==> src/rtl/axi_cache_bridge.sv <==
// axi_cache_bridge
// Turns cache-line refill (read) and writeback (write) requests into AXI4
// INCR bursts. One read and one write can be in flight at once. Each has its
// own state machine.
//
// Ports
//   i_clk, i_rst            clock, asynchronous active-high reset
//   i_rd_req_* / o_rd_req_ready   refill request (line address)
//   o_rd_rsp_*              refilled line, one-cycle valid pulse plus error flag
//   i_wr_req_* / o_wr_req_ready   writeback request (address, line, byte strobes)
//   o_wr_done, o_wr_err     writeback completion pulse and error flag
//   o_ar*/o_r*/o_aw*/o_w*/o_b* AXI master outputs, i_* AXI master inputs
module axi_cache_bridge #(
  parameter int         ADDR_WIDTH     = 32,
  parameter int         AXI_DATA_WIDTH = 128,
  parameter int         LINE_WIDTH     = 256,
  parameter logic [3:0] RD_ID          = 4'd0,
  parameter logic [3:0] WR_ID          = 4'd1
) (
  input  logic                        i_clk,
  input  logic                        i_rst,
  // refill request / response
  input  logic                        i_rd_req_valid,
  output logic                        o_rd_req_ready,
  input  logic [ADDR_WIDTH-1:0]       i_rd_req_addr,
  output logic                        o_rd_rsp_valid,
  output logic [LINE_WIDTH-1:0]       o_rd_rsp_data,
  output logic                        o_rd_rsp_err,
  // writeback request / completion
  input  logic                        i_wr_req_valid,
  output logic                        o_wr_req_ready,
  input  logic [ADDR_WIDTH-1:0]       i_wr_req_addr,
  input  logic [LINE_WIDTH-1:0]       i_wr_req_data,
  input  logic [LINE_WIDTH/8-1:0]     i_wr_req_strb,
  output logic                        o_wr_done,
  output logic                        o_wr_err,
  // AXI read address / data
  output logic                        o_arvalid,
  output logic [ADDR_WIDTH-1:0]       o_araddr,
  output logic [7:0]                  o_arlen,
  output logic [2:0]                  o_arsize,
  output logic [1:0]                  o_arburst,
  output logic [3:0]                  o_arcache,
  output logic [3:0]                  o_arid,
  output logic [2:0]                  o_arprot,
  output logic [1:0]                  o_arlock,
  input  logic                        i_arready,
  input  logic                        i_rvalid,
  input  logic [AXI_DATA_WIDTH-1:0]   i_rdata,
  input  logic [1:0]                  i_rresp,
  input  logic                        i_rlast,
  input  logic [3:0]                  i_rid,
  output logic                        o_rready,
  // AXI write address / data / response
  output logic                        o_awvalid,
  output logic [ADDR_WIDTH-1:0]       o_awaddr,
  output logic [7:0]                  o_awlen,
  output logic [2:0]                  o_awsize,
  output logic [1:0]                  o_awburst,
  output logic [3:0]                  o_awcache,
  output logic [3:0]                  o_awid,
  output logic [2:0]                  o_awprot,
  output logic [1:0]                  o_awlock,
  input  logic                        i_awready,
  output logic                        o_wvalid,
  output logic [AXI_DATA_WIDTH-1:0]   o_wdata,
  output logic [AXI_DATA_WIDTH/8-1:0] o_wstrb,
  output logic                        o_wlast,
  input  logic                        i_wready,
  input  logic                        i_bvalid,
  input  logic [1:0]                  i_bresp,
  input  logic [3:0]                  i_bid,
  output logic                        o_bready
);

  localparam int BEATS = LINE_WIDTH / AXI_DATA_WIDTH;
  localparam int BW    = (BEATS > 1) ? $clog2(BEATS) : 1;
  localparam int OFF   = $clog2(LINE_WIDTH / 8);
  localparam int SW    = AXI_DATA_WIDTH / 8;

  localparam logic [BW-1:0] LAST_BEAT = BW'(BEATS - 1);
  localparam logic [7:0]    AXLEN     = 8'(BEATS - 1);
  localparam logic [2:0]    AXSIZE    = 3'($clog2(AXI_DATA_WIDTH / 8));

  localparam logic [1:0] R_IDLE = 2'd0;
  localparam logic [1:0] R_AR   = 2'd1;
  localparam logic [1:0] R_DATA = 2'd2;
  localparam logic [1:0] R_RESP = 2'd3;

  localparam logic [1:0] W_IDLE = 2'd0;
  localparam logic [1:0] W_AW   = 2'd1;
  localparam logic [1:0] W_DATA = 2'd2;
  localparam logic [1:0] W_B    = 2'd3;

  logic [1:0]            r_rd_state;
  logic [BW-1:0]         r_rd_beat;
  logic [ADDR_WIDTH-1:0] r_rd_addr;
  logic [LINE_WIDTH-1:0] r_rd_line;
  logic                  r_rd_err;

  logic [1:0]              r_wr_state;
  logic [BW-1:0]           r_wr_beat;
  logic [ADDR_WIDTH-1:0]   r_wr_addr;
  logic [LINE_WIDTH-1:0]   r_wr_line;
  logic [LINE_WIDTH/8-1:0] r_wr_strb;

  logic w_rd_hazard;
  logic w_rd_accept;
  logic w_rd_beat_ok;
  logic w_rd_beat_last;
  logic w_wr_beat_last;
  logic w_unused;

  // Offset bits of request addresses and bid are intentionally not used.
  assign w_unused = ^{i_bid, i_rd_req_addr[OFF-1:0], i_wr_req_addr[OFF-1:0]};

  // A refill of a line whose writeback is still in flight must wait, otherwise
  // the read could overtake the write on the bus and return stale data.
  assign w_rd_hazard = (r_wr_state != W_IDLE) &&
                       (r_wr_addr[ADDR_WIDTH-1:OFF] == i_rd_req_addr[ADDR_WIDTH-1:OFF]);

  assign o_rd_req_ready = (r_rd_state == R_IDLE) && !w_rd_hazard;
  assign w_rd_accept    = i_rd_req_valid && o_rd_req_ready;

  // Beats tagged with a foreign ID belong to someone else and are dropped.
  assign w_rd_beat_ok   = i_rvalid && (i_rid == RD_ID);
  assign w_rd_beat_last = (r_rd_beat == LAST_BEAT);

  // Read FSM: request accept, AR handshake, beat collection, response pulse.
  always_ff @(posedge i_clk or posedge i_rst) begin
    if (i_rst) begin
      r_rd_state <= R_IDLE;
      r_rd_beat  <= '0;
      r_rd_addr  <= '0;
      r_rd_line  <= '0;
      r_rd_err   <= 1'b0;
    end else begin
      case (r_rd_state)
        R_IDLE: begin
          if (w_rd_accept) begin
            r_rd_addr  <= {i_rd_req_addr[ADDR_WIDTH-1:OFF], {OFF{1'b0}}};
            r_rd_beat  <= '0;
            r_rd_err   <= 1'b0;
            r_rd_state <= R_AR;
          end
        end
        R_AR: begin
          if (i_arready) begin
            r_rd_state <= R_DATA;
          end
        end
        R_DATA: begin
          if (w_rd_beat_ok) begin
            r_rd_line[int'(r_rd_beat)*AXI_DATA_WIDTH +: AXI_DATA_WIDTH] <= i_rdata;
            if (w_rd_beat_last || i_rlast) begin
              // An rlast before the final beat means a short burst: flag it.
              r_rd_err   <= r_rd_err | (i_rresp != 2'b00) | !w_rd_beat_last;
              r_rd_state <= R_RESP;
            end else begin
              r_rd_err  <= r_rd_err | (i_rresp != 2'b00);
              r_rd_beat <= r_rd_beat + BW'(1);
            end
          end
        end
        R_RESP: begin
          r_rd_beat  <= '0;
          r_rd_state <= R_IDLE;
        end
        default: begin
          r_rd_state <= R_IDLE;
        end
      endcase
    end
  end

  assign w_wr_beat_last = (r_wr_beat == LAST_BEAT);

  // Write FSM: latch line, AW handshake, stream beats, wait for B.
  always_ff @(posedge i_clk or posedge i_rst) begin
    if (i_rst) begin
      r_wr_state <= W_IDLE;
      r_wr_beat  <= '0;
      r_wr_addr  <= '0;
      r_wr_line  <= '0;
      r_wr_strb  <= '0;
    end else begin
      case (r_wr_state)
        W_IDLE: begin
          if (i_wr_req_valid) begin
            r_wr_addr  <= {i_wr_req_addr[ADDR_WIDTH-1:OFF], {OFF{1'b0}}};
            r_wr_line  <= i_wr_req_data;
            r_wr_strb  <= i_wr_req_strb;
            r_wr_beat  <= '0;
            r_wr_state <= W_AW;
          end
        end
        W_AW: begin
          if (i_awready) begin
            r_wr_state <= W_DATA;
          end
        end
        W_DATA: begin
          if (i_wready) begin
            if (w_wr_beat_last) begin
              r_wr_state <= W_B;
            end else begin
              r_wr_beat <= r_wr_beat + BW'(1);
            end
          end
        end
        W_B: begin
          if (i_bvalid) begin
            r_wr_beat  <= '0;
            r_wr_state <= W_IDLE;
          end
        end
        default: begin
          r_wr_state <= W_IDLE;
        end
      endcase
    end
  end

  // Cache-side outputs
  assign o_rd_rsp_valid = (r_rd_state == R_RESP);
  assign o_rd_rsp_data  = r_rd_line;
  assign o_rd_rsp_err   = r_rd_err;
  assign o_wr_req_ready = (r_wr_state == W_IDLE);
  assign o_wr_done      = (r_wr_state == W_B) && i_bvalid;
  assign o_wr_err       = o_wr_done && (i_bresp != 2'b00);

  // AXI read channel: only registers and state decodes feed these
  assign o_arvalid = (r_rd_state == R_AR);
  assign o_araddr  = r_rd_addr;
  assign o_arlen   = AXLEN;
  assign o_arsize  = AXSIZE;
  assign o_arburst = 2'b01;
  assign o_arcache = 4'b0000;
  assign o_arid    = RD_ID;
  assign o_arprot  = 3'b000;
  assign o_arlock  = 2'b00;
  assign o_rready  = (r_rd_state == R_DATA);

  // AXI write channel: beat slice selected by the registered beat counter
  assign o_awvalid = (r_wr_state == W_AW);
  assign o_awaddr  = r_wr_addr;
  assign o_awlen   = AXLEN;
  assign o_awsize  = AXSIZE;
  assign o_awburst = 2'b01;
  assign o_awcache = 4'b0000;
  assign o_awid    = WR_ID;
  assign o_awprot  = 3'b000;
  assign o_awlock  = 2'b00;
  assign o_wvalid  = (r_wr_state == W_DATA);
  assign o_wdata   = r_wr_line[int'(r_wr_beat)*AXI_DATA_WIDTH +: AXI_DATA_WIDTH];
  assign o_wstrb   = r_wr_strb[int'(r_wr_beat)*SW +: SW];
  assign o_wlast   = (r_wr_state == W_DATA) && w_wr_beat_last;
  assign o_bready  = (r_wr_state == W_B);

endmodule

==> config.mk <==
export PLATFORM = sky130hd
export DESIGN_NAME = axi_cache_bridge
export DESIGN_NICKNAME = d
export VERILOG_FILES = /design/src/rtl/axi_cache_bridge.sv
export SDC_FILE = /design/constraint.sdc
export NUM_CORES = 1
export LEC_CHECK = 0
export ABC_AREA = 1
export BUFFER_PORTS_ARGS = -buffer_cell sky130_fd_sc_hd__buf_2
export CORE_AREA = 2 2 406 408
export DETAILED_ROUTE_END_ITERATION = 6
export DIE_AREA = 0 0 408 410
export SETUP_SLACK_MARGIN = 0.3
export SYNTH_ARGS = -nofsm -noshare
export SYNTH_HDL_FRONTEND = slang
export SYNTH_SLANG_ARGS = --single-unit
==> constraint.sdc <==
create_clock -name i_clk -period 64.6 [get_ports i_clk]
set_input_delay 12.92 -clock i_clk [delete_from_list [all_inputs] [get_ports i_clk]]
set_output_delay 12.92 -clock i_clk [all_outputs]
set_load 0.005 [all_outputs]
==> reports/metrics.cfg <==
[setup_path]
crit_required_ps=51680
slowest_delay_ps=220
critPathCaptureType=primary output
crit_buf_inv=2
crit_arrival_ps=14110
path_max_fanout=4
startpoint_type=primary input
crit_type=primary input to primary output
cpLargestDelayFamily=simple AND/OR/NAND/NOR gates
rrSetupSlack_ps=60860
cp_cell_sequence=buf_2 -> xnor2_1 -> nand2_1 -> nor2_1 -> nand3_1 -> nor2_2 -> nor2_4 -> buf_2
cpMostUsedCell=buf_2
critPathSlowestCell=nor2_2

[yosys]
yosys.area.top_type=dfrtp_1
ys_types=30
yosys.cell_count.top_type=nand2_1
synth_edf_count=0
seq_area_frac_synth_pct=59.98
synth_commonest_cells=nand2_1 (810), dfrtp_1 (605), mux2_2 (292), o21ai_0 (243), inv_1 (189)
yosys_register_bits=605
synth_area_leaders=dfrtp_1 (60%), mux2_2 (13%), nand2_1 (12%)
synth_flop_cell=dfrtp_1
synthArstFlopShare_pct=100.0
syn_area_per_cell_um2=10.15
synthCells=2486
synth_top_area_share_pct=59.98
ys_warn_count=0
netlist_area_um2=25240

[detailed_routing]
via_per_inst=3.619
drt_first_iter_violations=1308
post_drt_wl_per_cell_um=16.79
first_pass_iters=5
ant_nets=0
routed_wl_mm=94.68
vias=20410
drc_errors=0

[floorplanning]
core_um2=163500
die_area_um2=167300
start_util_pct=15.44
die_x_um=408
row_count=149
io_pins=1030
die_y_um=410

[outcome]
outcome=completed

[timing]
rsz0062_at_grt=false
fmax_mhz=36.99
tns_ps=0
hold_viol=0
fin_crit_sh_pct=41.84
fin_worst_skew_ps=18.01
tightest_slew_ps=1069
period_minus_slack_ps=27030
slew_violations=0
slew_headroom_pct=28.73
finalSetupViolCount=0
setup_ws_ps=37570

[global_routing]
antenna_found_initial=25
track_usage_pct=10.85
grt-ovfl-total=0
grt_max_degree=167
grt_pass1_vias=20090
grt_first_pass_wirelength_mm=134.9

[placed_design]
place_congestion=0.9319
portBuffers=953
place_ws_ps=37490
dpl.hpwl_mm=71.76
place_area_um2=32150

[cts]
cts_tree=built
path_clk_slew_ps=60
clock_latency_ps=670
holdBufCountCts=0
cts_buffers=74
cts-root-buf=clkbuf_16
htreeDepth=3
cts.repair.resized=0
post_cts.repair.setup_buffers=0
clock_path_buffers=3
clock_sinks=605

[layout]
drive_gt1_share_pct=40.27
fillers=18040
final_area_um2=34580
area.growth.synth_to_final_pct=37.00
nets=3907

[power]
p_leak_uw=0.01822
pwr_density_cell_nw_per_um2=45.63
ir_worst_vdd_mv=0.02479

[worst_hold_path]
hold_path_class=register to register

[job]
cap_violations=0

layer usage:
metal | track usage, % | vias to the layer above | routed length (um)
met3 | 3.456 | 160 | 8196
met1 | 12.87 | 9833 | 37460
li1 | - | 9595 | -
met5 | 0 | - | 64
met2 | 17.90 | 813 | 45440
met4 | 4.783 | 10 | 3513
cell type report:
class | instances | area, um^2 | share of cell area [%]
multi-input combinational | 1554 | 8589 | 24.84
tap | 2189 | 2739 | 7.921
antenna | 2 | 5.005 | 0.01447
clock inverter | 31 | 394.1 | 1.140
timing repair buffer | 967 | 4937 | 14.28
inverter | 195 | 742.0 | 2.146
clock buffer | 97 | 2028 | 5.866
sequential | 605 | 15140 | 43.79
report_power, final:
group | internal, uW | switching (uW)
Clock | 237 | 179
Combinational | 245 | 299
Sequential | 528 | 90.0
Total | 1010 | 568
cells by family after synthesis:
| kind of cell | count (synthesis) | share of synthesized area [%] |
|---|---|---|
| compound gates | 316 | 6.316 |
| mux | 292 | 13.03 |
| buf+inv | 387 | 6.985 |
| flops | 605 | 59.98 |
| simple gates | 874 | 13.19 |
| xor+xnor | 2 | 0.06942 |
| fa+ha+maj | 8 | 0.3966 |
| other cells | 2 | 0.02976 |
cell usage in the layout (no fill, tap or decap), drive strengths merged, types with 2 or more instances in the layout:
master	synthesis	routed
nand2	811	811
clkbuf	84	97
nor2	47	47
diode	0	2
bufinv	0	3
clkinv	0	23
nand4	4	4
o22ai	2	2
a21oi	28	28
ha	8	8
nor3	3	3
inv	195	198
buf	108	967
conb	2	62
xnor2	2	2
o21ai	282	282
nand3	8	8
mux2	292	292
dfrtp	605	605
clkinvlp	0	2
through the flow:
| step | std cells | total power (uW) | utilization [%] | hold WS, ps |
|---|---|---|---|---|
| 2_1_floorplan | 2546 | 894.1 | - | 465.4 |
| 3_3_place_gp | 5510 | 1163 | 19.66 | 454.6 |
| 3_5_place_dp | 5510 | 1175 | 19.66 | 461.9 |
| 4_1_cts | 5638 | 1604 | 21.15 | 476.2 |
| 5_1_grt | 5638 | 1681 | 21.15 | 496.2 |
| 6_report | 5640 | 1578 | 21.15 | 472.3 |
worst paths after layout:
| check | startpoint | to | cells past startpoint |
|---|---|---|---|
| max | i_rd_req_addr[31] | o_rd_req_ready | 8 |
| min | o_araddr[31]$_DFFE_PP0P_ | o_araddr[31]$_DFFE_PP0P_ | 2 |
| min reg2reg | o_araddr[31]$_DFFE_PP0P_ | o_araddr[31]$_DFFE_PP0P_ | 2 |
| max in group asynchronous | i_rst | o_awaddr[17]$_DFFE_PP0P_ | 4 |
| min in group asynchronous | i_rst | o_rd_rsp_data[94]$_DFFE_PP0P_ | 2 |
| max reg2reg | r_rd_state[0]$_DFFE_PP0P_ | o_rd_rsp_data[93]$_DFFE_PP0P_ | 8 |
tightest hold or removal path: cells and delay by family, from the launching register on:
family           cells  cell delay [ps]
AND/OR/NAND/NOR      2              100
flip-flops           1              340
sequential cells by signal, summed over array words and instances (netlist names):
signal / count
o_rd_rsp_err: 1
r_rd_beat: 1
r_wr_beat: 1
o_awaddr: 27
r_wr_line: 256
o_araddr: 27
o_rd_rsp_data: 256
r_rd_state: 2
r_wr_strb: 32
r_wr_state: 2
Power figures use the tool's default switching activity.
